File: src/rtl/regfile_pkg.sv
// rtl/regfile_pkg.sv - register file constants shared with the downstream read mux
package regfile_pkg;

    localparam int REG_WIDTH = 32;
    localparam int REG_DEPTH = 32;
    localparam int REG_AW    = 5;

    localparam logic [REG_AW-1:0] ZERO_REG = '0;

endpackage

File: src/rtl/wr_decoder.sv
// rtl/wr_decoder.sv - address to one-hot enable decoder, register 0 never selected
module wr_decoder
    import regfile_pkg::*;
#(
    parameter int DEPTH = REG_DEPTH,
    parameter int AW    = $clog2(DEPTH)
) (
    input  logic             en,
    input  logic [AW-1:0]    addr,
    output logic [DEPTH-1:0] onehot
);

    always_comb begin
        onehot = '0;
        if (en && (addr != AW'(ZERO_REG))) begin
            onehot[addr] = 1'b1;
        end
        onehot[0] = 1'b0;
    end

endmodule

File: src/rtl/reg_bank.sv
// rtl/reg_bank.sv - 32x32 register storage with destination-reservation scoreboard
module reg_bank
    import regfile_pkg::*;
#(
    parameter int WIDTH = REG_WIDTH,
    parameter int DEPTH = REG_DEPTH,
    parameter int AW    = $clog2(DEPTH)
) (
    input  logic                   clk,
    input  logic                   rst_n,
    input  logic                   wr_en,
    input  logic [AW-1:0]          wr_addr,
    input  logic [WIDTH-1:0]       wr_data,
    input  logic                   rsv_valid,
    input  logic [AW-1:0]          rsv_addr,
    output logic                   rsv_ready,
    output logic [DEPTH*WIDTH-1:0] regs_flat,
    output logic [DEPTH-1:0]       busy,
    output logic                   any_busy,
    output logic                   err_unrsv
);

    logic [DEPTH-1:0] wr_onehot;
    logic [DEPTH-1:0] rsv_onehot;
    logic             rsv_fire;
    logic [WIDTH-1:0] regs [1:DEPTH-1];

    // A write-back landing this cycle frees its slot for immediate re-reservation.
    assign rsv_ready = ~busy[rsv_addr] | (wr_en & (wr_addr == rsv_addr));
    assign rsv_fire  = rsv_valid & rsv_ready;
    assign any_busy  = |busy;

    wr_decoder #(.DEPTH(DEPTH), .AW(AW)) u_wr_dec (
        .en     (wr_en),
        .addr   (wr_addr),
        .onehot (wr_onehot)
    );

    wr_decoder #(.DEPTH(DEPTH), .AW(AW)) u_rsv_dec (
        .en     (rsv_fire),
        .addr   (rsv_addr),
        .onehot (rsv_onehot)
    );

    always_ff @(posedge clk or negedge rst_n) begin
        if (!rst_n) begin
            for (int i = 1; i < DEPTH; i++) begin
                regs[i] <= '0;
            end
        end else begin
            for (int i = 1; i < DEPTH; i++) begin
                if (wr_onehot[i]) begin
                    regs[i] <= wr_data;
                end
            end
        end
    end

    // Clear before set: a same-cycle reservation of the written slot keeps it busy.
    always_ff @(posedge clk or negedge rst_n) begin
        if (!rst_n) begin
            busy <= '0;
        end else begin
            busy <= ((busy & ~wr_onehot) | rsv_onehot) & ~DEPTH'(1);
        end
    end

    always_ff @(posedge clk or negedge rst_n) begin
        if (!rst_n) begin
            err_unrsv <= 1'b0;
        end else if (|(wr_onehot & ~busy)) begin
            err_unrsv <= 1'b1;
        end
    end

    assign regs_flat[WIDTH-1:0] = '0;

    for (genvar g = 1; g < DEPTH; g++) begin : g_flat
        assign regs_flat[g*WIDTH +: WIDTH] = regs[g];
    end

endmodule

File: config.mk
export PLATFORM = sky130hd
export DESIGN_NAME = reg_bank
export DESIGN_NICKNAME = d
export VERILOG_FILES = /design/src/rtl/regfile_pkg.sv /design/src/rtl/wr_decoder.sv /design/src/rtl/reg_bank.sv
export SDC_FILE = /design/constraint.sdc
export NUM_CORES = 1
export LEC_CHECK = 0
export BUFFER_PORTS_ARGS = -buffer_cell sky130_fd_sc_hd__buf_2
export CAP_MARGIN = 20
export CORE_AREA = 2 2 436 438
export CTS_BUF_LIST = sky130_fd_sc_hd__clkbuf_8
export DETAILED_ROUTE_END_ITERATION = 10
export DIE_AREA = 0 0 438 440
export SLEW_MARGIN = 20
export SYNTH_ARGS = -nofsm -noshare
export SYNTH_HDL_FRONTEND = slang
export SYNTH_SLANG_ARGS = --single-unit
File: constraint.sdc
create_clock -name clk -period 1.8 [get_ports clk]
set_input_delay 0.18 -clock clk [delete_from_list [all_inputs] [get_ports clk]]
set_output_delay 0.18 -clock clk [all_outputs]
set_load 0.02 [all_outputs]
==> results of run 1 <==
==> stage by stage <==
step	TNS, ps	power [W]	utilization
2_1_floorplan	0	0.0402	-
3_3_place_gp	-148830	0.0487	0.263
3_5_place_dp	-64000	0.0491	0.263
4_1_cts	-35540	0.0768	0.313
5_1_grt	-22260	0.0792	0.314
6_report	-17620	0.0761	0.314
==> area by class of cell <==
type / instances / area share
antenna: 12 / 0.000507
clock inverter: 93 / 0.0113
multi-input combinational: 1220 / 0.218
sequential: 1024 / 0.433
tap: 2511 / 0.0531
timing repair buffer: 1397 / 0.231
clock buffer: 225 / 0.0523
inverter: 8 / 0.000507
==> registers in the layout, indices dropped and copies added (netlist names) <==
name       cells
err_unrsv      1
busy          31
regs_flat    992
==> path summary, 6_finish.rpt <==
path                             endpoint     startpoint  slack, ps
max reg2reg                      busy[17]       busy[16]       -520
min in group asynchronous  regs_flat[119]          rst_n        170
min reg2reg                 regs_flat[47]  regs_flat[47]        490
max in group asynchronous  regs_flat[720]          rst_n        450
min                        regs_flat[193]     wr_data[1]        140
max                             rsv_ready       busy[21]       -820
==> metal layers <==
metal  vias to the layer above  track usage  part of all wire
met3                       318       0.0389             0.055
met2                      1082        0.287              0.51
li1                      11400            -                 -
met5                         -            0                 0
met4                         0       0.0774             0.044
met1                     14800        0.191              0.39
==> cell families (layout without fill, tap and decap cells) <==
logic type / count (synthesis) / in the layout / synth area share
compound gates: 67 / 67 / 0.0131
simple gates: 108 / 108 / 0.0150
buf+inv: 252 / 1723 / 0.0302
mux: 1007 / 1007 / 0.288
other cells: 1 / 45 / 0.0000955
xor+xnor: 5 / 5 / 0.00111
flops: 1024 / 1024 / 0.652
==> cells in the mapped netlist, types with 3 or more instances <==
cell,n
buf_4,34
nor4_1,8
nand2_1,37
and4b_1,3
a211oi_1,6
mux2_1,35
a21oi_1,4
buf_2,77
dfrtp_1,1024
o21ai_1,8
xor2_1,4
mux2i_1,14
o22ai_1,22
nor3_1,5
o21ai_0,3
a22o_1,15
clkbuf_1,130
nand4_1,4
inv_1,8
nand3_1,3
nand3b_1,4
nand4b_1,3
nor4bb_1,3
nor2_1,19
mux2_2,958
==> worst register-to-register path, delay by kind of cell (launching register included) <==
| kind | cells | cell delay, ps |
|---|---|---|
| simple gates | 1 | 80 |
| mux | 1 | 120 |
| compound gates | 4 | 930 |
| buf+inv | 6 | 640 |
| flops | 1 | 440 |
==> where the power goes <==
| group | switching, W | internal [W] |
|---|---|---|
| sequential | 0.00305 | 0.0276 |
| clock | 0.0102 | 0.0122 |
| combinational | 0.0121 | 0.0110 |
==> timing repair <==
item,in CTS,in global routing
gates resized for setup,1482,30
setup buffers,58,16
gates cloned,0,0
endpoints found under the hold margin,1795,31
hold buffers,56,1
pin swaps,21,10
setup endpoints to repair,757,68
==> metrics, run 1 <==
Syn Std Cell Area 39,300 um2; placed cells 6,046; worst-path cell chain mux2i_1 -> o22ai_1 -> o31ai_1 -> o21a_4 -> a21bo_4 -> buf_6; CP startpoint kind flop; largest net degree at the start of global routing 78; Mean Syn Cell Area 15.9 um2; violated checks negative setup slack; WS Path Type flop to output pin; Worst-path clk slew 60 ps; initial antenna violation count 18; H-tree depth 4; static leakage 28.9 nW; I/O pin cnt 1,105; DR vias/cell 4.26; status finished with violations; die span in x 438 um; cell area after layout 59,200 um2; Yosys cell types 51; total clock sinks 1,024; Worst Setup End Kind output pin; WL final 165 mm; maximum achievable frequency 381 MHz; Layout fillers 18,700; most common cell after layout, fill and taps aside dfrtp_1; Seq cells post-synth 1,024; dpl cell area 49,700 um2; min-delay worst type input port to flop; cell area power density 1290 nW/um2; wire per inst 25.4 um; Hold WS 143 ps; Max Clock Skew 17.7 ps; peak supply drop 0.781 mV; RSZ-0062 raised after global routing yes; Yosys Warn Count 0; die height 440 um; Worst path max stage delay 450 ps; clk buf depth 3; Initial DRT Pass Iterations 5; clk_lat worst skew 920 ps; Crit-path slowest cell dfrtp_2; WHS Path Cells 2; Cell Count, Final, Fillers Out 6,490; core area 189,000 um2; FF-to-FF path depth 12; Hold Fails Final Rpt 0; first-pass GRT wire length 226 mm; post-synth top area share 0.652; Area growth syn-to-layout 50.7%; worst slew pin tran 1130 ps; GRT Overall Usage 0.165; max-cap viol count 0; Synth area leaders dfrtp_1 (65%), mux2_2 (27%), clkbuf_1 (1.2%); CTS root buffer clkbuf_8; area of the die 193,000 um2; I/O Buffers 1,071; vias in the first global route 28,800; share of layout cells above drive strength 1 0.663; cell taking the most area after synthesis dfrtp_1; peak fanout along the critical path 5; fin nets 3,876; row count 160; TritonCTS clock tree built; Setup WS post-layout -825 ps; Vias 27,600; final setup vio count 48; fin. max-slew vios 0; GPL Wtd Cong 0.846; Tmin final 2620 ps; WP data required 1620 ps; period utilization 1.46; CP Depth 6; Synth async-reset ratio 1.00; # DRC 0; Buf/Inv on CP 1; Routed Antenna Nets 0; slew margin rel. 0.250; CP arrival 2440 ps; Seq/Total Area, Yosys 0.652; initial drt markers 1,262; Place WS -349 ps; most frequent cells in the layout dfrtp_1 (1,016), mux2_2 (958), buf_6 (719), buf_2 (339), clkbuf_8 (225); starting density of the core 0.208; Main synth FF type dfrtp_1; Post-synth EDFFs 0; multi-input logic area 12,900 um2; Post-Synthesis Cells 2,464; register area 25,600 um2; Final HPWL DP 118 mm; grt total ovfl 0; CTS Buf Count 179; Worst path top cell family by delay compound AO/OA/AOI/OAI gates
Power figures use the tool's default switching activity.
==> run 2: changes to the inputs <==
==> constraint.sdc (replaced) <==
create_clock -name clk -period 1.8 [get_ports clk]
set_input_delay 0.09 -clock clk [delete_from_list [all_inputs] [get_ports clk]]
set_output_delay 0.09 -clock clk [all_outputs]
set_load 0.05 [all_outputs]
==> run 2 against run 1 <==
The run still ends with negative setup slack left; die area unchanged; critical endpoint is now any_busy; via count decreased by 1.6%; clock power decreased by 5%; final cell count decreased by 0.52%; worst setup slack improved by 57 ps; sequential power decreased by 2%; non-clock buffer count decreased by 22; cell area decreased by 7.0%; worst hold slack got worse by 17 ps; critical path type unchanged; core utilization decreased by 2.2 points; combinational power increased by 32%.
==> metrics, run 2 (synthesis gave the netlist of run 1 again) <==
status finished with violations (unchanged); violated checks negative setup slack (unchanged); peak fanout along the critical path 3 (was 5); initial antenna violation count 19 (was 18); GPL Wtd Cong 0.869 (was 0.846); Crit-path slowest cell or4_4 (was dfrtp_2); slew margin rel. 0.236 (was 0.250); Place WS -318 ps (was -349 ps); GRT Overall Usage 0.160 (was 0.165); first-pass GRT wire length 219 mm (was 226 mm); Final HPWL DP 116 mm (was 118 mm); largest net degree at the start of global routing 60 (was 78); most common cell after layout, fill and taps aside dfrtp_1 (unchanged); NetSw 0.0350 W (was 0.0254 W); Worst Hold Endpoint busy[10] (was regs_flat[193]); period utilization 1.43 (was 1.46); CP arrival 2480 ps (was 2440 ps); cell area after layout 55,100 um2 (was 59,200 um2); Worst Hold Launch wr_addr[1] (was wr_data[1]); capturing point of the worst reg2reg path busy[5] (was busy[17]); Initial DRT Pass Iterations 5 (unchanged); total clock sinks 1,024 (unchanged); CP startpoint kind flop (unchanged); Pwr Total 0.0816 W (was 0.0761 W); CTS Buf Count 176 (was 179); static leakage 27.8 nW (was 28.9 nW); die height 440 um (unchanged); initial drt markers 1,093 (was 1,262); peak supply drop 0.835 mV (was 0.781 mV); final core area utilization 0.292 (was 0.314); wire per inst 24.9 um (was 25.4 um); dpl cell area 49,700 um2 (about the same); WL final 161 mm (was 165 mm); min-delay worst type input port to flop (unchanged); vias in the first global route 28,000 (was 28,800); Worst-path clk slew 60 ps (about the same); R2R Path Start busy[6] (was busy[16]); share of power burned in combinational logic 0.372 (was 0.304); worst slew pin tran 1150 ps (was 1130 ps); Max Clock Skew 32.4 ps (was 17.7 ps); Routed Antenna Nets 0 (unchanged); WP data required 1710 ps (was 1620 ps); TritonCTS clock tree built (unchanged); Hold Fails Final Rpt 0 (unchanged); die span in x 438 um (unchanged); setup slack, reg-to-reg 30 ps (was -520 ps); row count 160 (unchanged); core area 189,000 um2 (unchanged); WS Path Type flop to output pin (unchanged); clock share of power 0.260 (was 0.294); FF-to-FF path depth 7 (was 12); I/O pin cnt 1,105 (unchanged); max-cap viol count 0 (unchanged); share of layout cells above drive strength 1 0.661 (was 0.663); Largest register FFs 992 (unchanged); Setup WS post-layout -768 ps (was -825 ps); most frequent cells in the layout dfrtp_1 (991), mux2_2 (958), buf_2 (829), buf_4 (340), clkbuf_8 (213) (was dfrtp_1 (1,016), mux2_2 (958), buf_6 (719), buf_2 (339), clkbuf_8 (225)); worst-path cell chain or4_4 -> nor4_2 -> nand4_1 -> buf_6 (was mux2i_1 -> o22ai_1 -> o31ai_1 -> o21a_4 -> a21bo_4 -> buf_6); final setup vio count 6 (was 48); WHS Path Cells 6 (was 2); CTS root buffer clkbuf_8 (unchanged); H-tree depth 4 (unchanged); # DRC 0 (unchanged); clk_lat worst skew 950 ps (was 920 ps); starting density of the core 0.208 (unchanged); Tmin final 2570 ps (was 2620 ps); maximum achievable frequency 389 MHz (was 381 MHz); clk buf depth 3 (unchanged); fin nets 3,851 (was 3,876); Vias 27,200 (was 27,600); Area growth syn-to-layout 40.2% (was 50.7%); I/O Buffers 1,071 (unchanged); Reg power frac 0.368 (was 0.402); cell area power density 1480 nW/um2 (was 1290 nW/um2); Worst path max stage delay 520 ps (was 450 ps); Worst Setup End Kind output pin (unchanged); RSZ-0062 raised after global routing yes (unchanged); fin. max-slew vios 0 (unchanged); Pint 0.0466 W (was 0.0508 W); Worst setup startpoint busy[20] (was busy[21]); DR vias/cell 4.21 (was 4.26); grt total ovfl 0 (unchanged); Sw Ratio 0.429 (was 0.333); area of the die 193,000 um2 (unchanged)
run 2: cell types whose count changed in the layout (fill, tap and decap cells not counted), sizes merged:
cell          delta
buf             -27
bufinv           -4
dlygate4sd3      +2
diode            -3
inv             +10
clkinv           -1
clkinvlp         -2
clkbuf          -10
dlymetal6s4s     +1
run 2: routing by layer:
layer,up-vias,track usage,part of all wire
met5,-,0,0.00030
met4,6,0.0649,0.042
met3,325,0.0436,0.061
met2,1083,0.277,0.50
met1,14400,0.187,0.39
li1,11400,-,-
run 2: area by class of cell:
type                            instances  area, um2
Tap cell                             2511       3140
Sequential cell                      1024      25700
Multi-Input combinational cell       1220      12900
Inverter                                8       30.0
Clock buffer                          213       2930
Timing Repair Buffer                 1375       9840
Antenna cell                            9       22.5
Fill cell                           19100     134000
Clock inverter                         96        577
run 2: timing repair:
item                                   in CTS  in global routing
setup endpoints to repair                 240                 87
endpoints found under the hold margin    1987                 10
resized for setup                         348                 24
hold buffers                               62                  1
pin swaps                                   2                  5
setup buffers                               7                  8
run 2: critical path: cells and delay by family (launching register included):
family | cells | cell delay, ps
AND/OR/NAND/NOR | 3 | 880
buffers and inverters | 1 | 220
flip-flops | 1 | 440
run 2: power by group through the flow:
stage,Sequential (W),Clock (W),Combinational (W)
floorplan,0.0461,0,0.00459
global placement,0.0300,0,0.0290
detailed placement,0.0302,0,0.0292
CTS,0.0299,0.0219,0.0305
global route,0.0305,0.0229,0.0312
finish,0.0300,0.0212,0.0304
run 2: worst max path at each step:
stage                     endpoint  slack, ps  cells after the start
global route              any_busy       -910                      4
finish                    any_busy       -770                      4
CTS                       any_busy       -920                      4
global placement    regs_flat[586]       -340                      6
detailed placement  regs_flat[584]       -320                      6
floorplan                 any_busy         -5                      3
run 2: metrics by stage:
| step | cells | hold WS [ps] | TNS [ps] |
|---|---|---|---|
| after floorplan | 2496 | -206 | -4.67 |
| final | 6456 | 126 | -1790 |
| after detailed placement | 6062 | 49.4 | -58080 |
| after global placement | 6062 | 49.0 | -59370 |
| after CTS | 6440 | -16.8 | -15170 |
| after global routing | 6451 | 22.2 | -3620 |
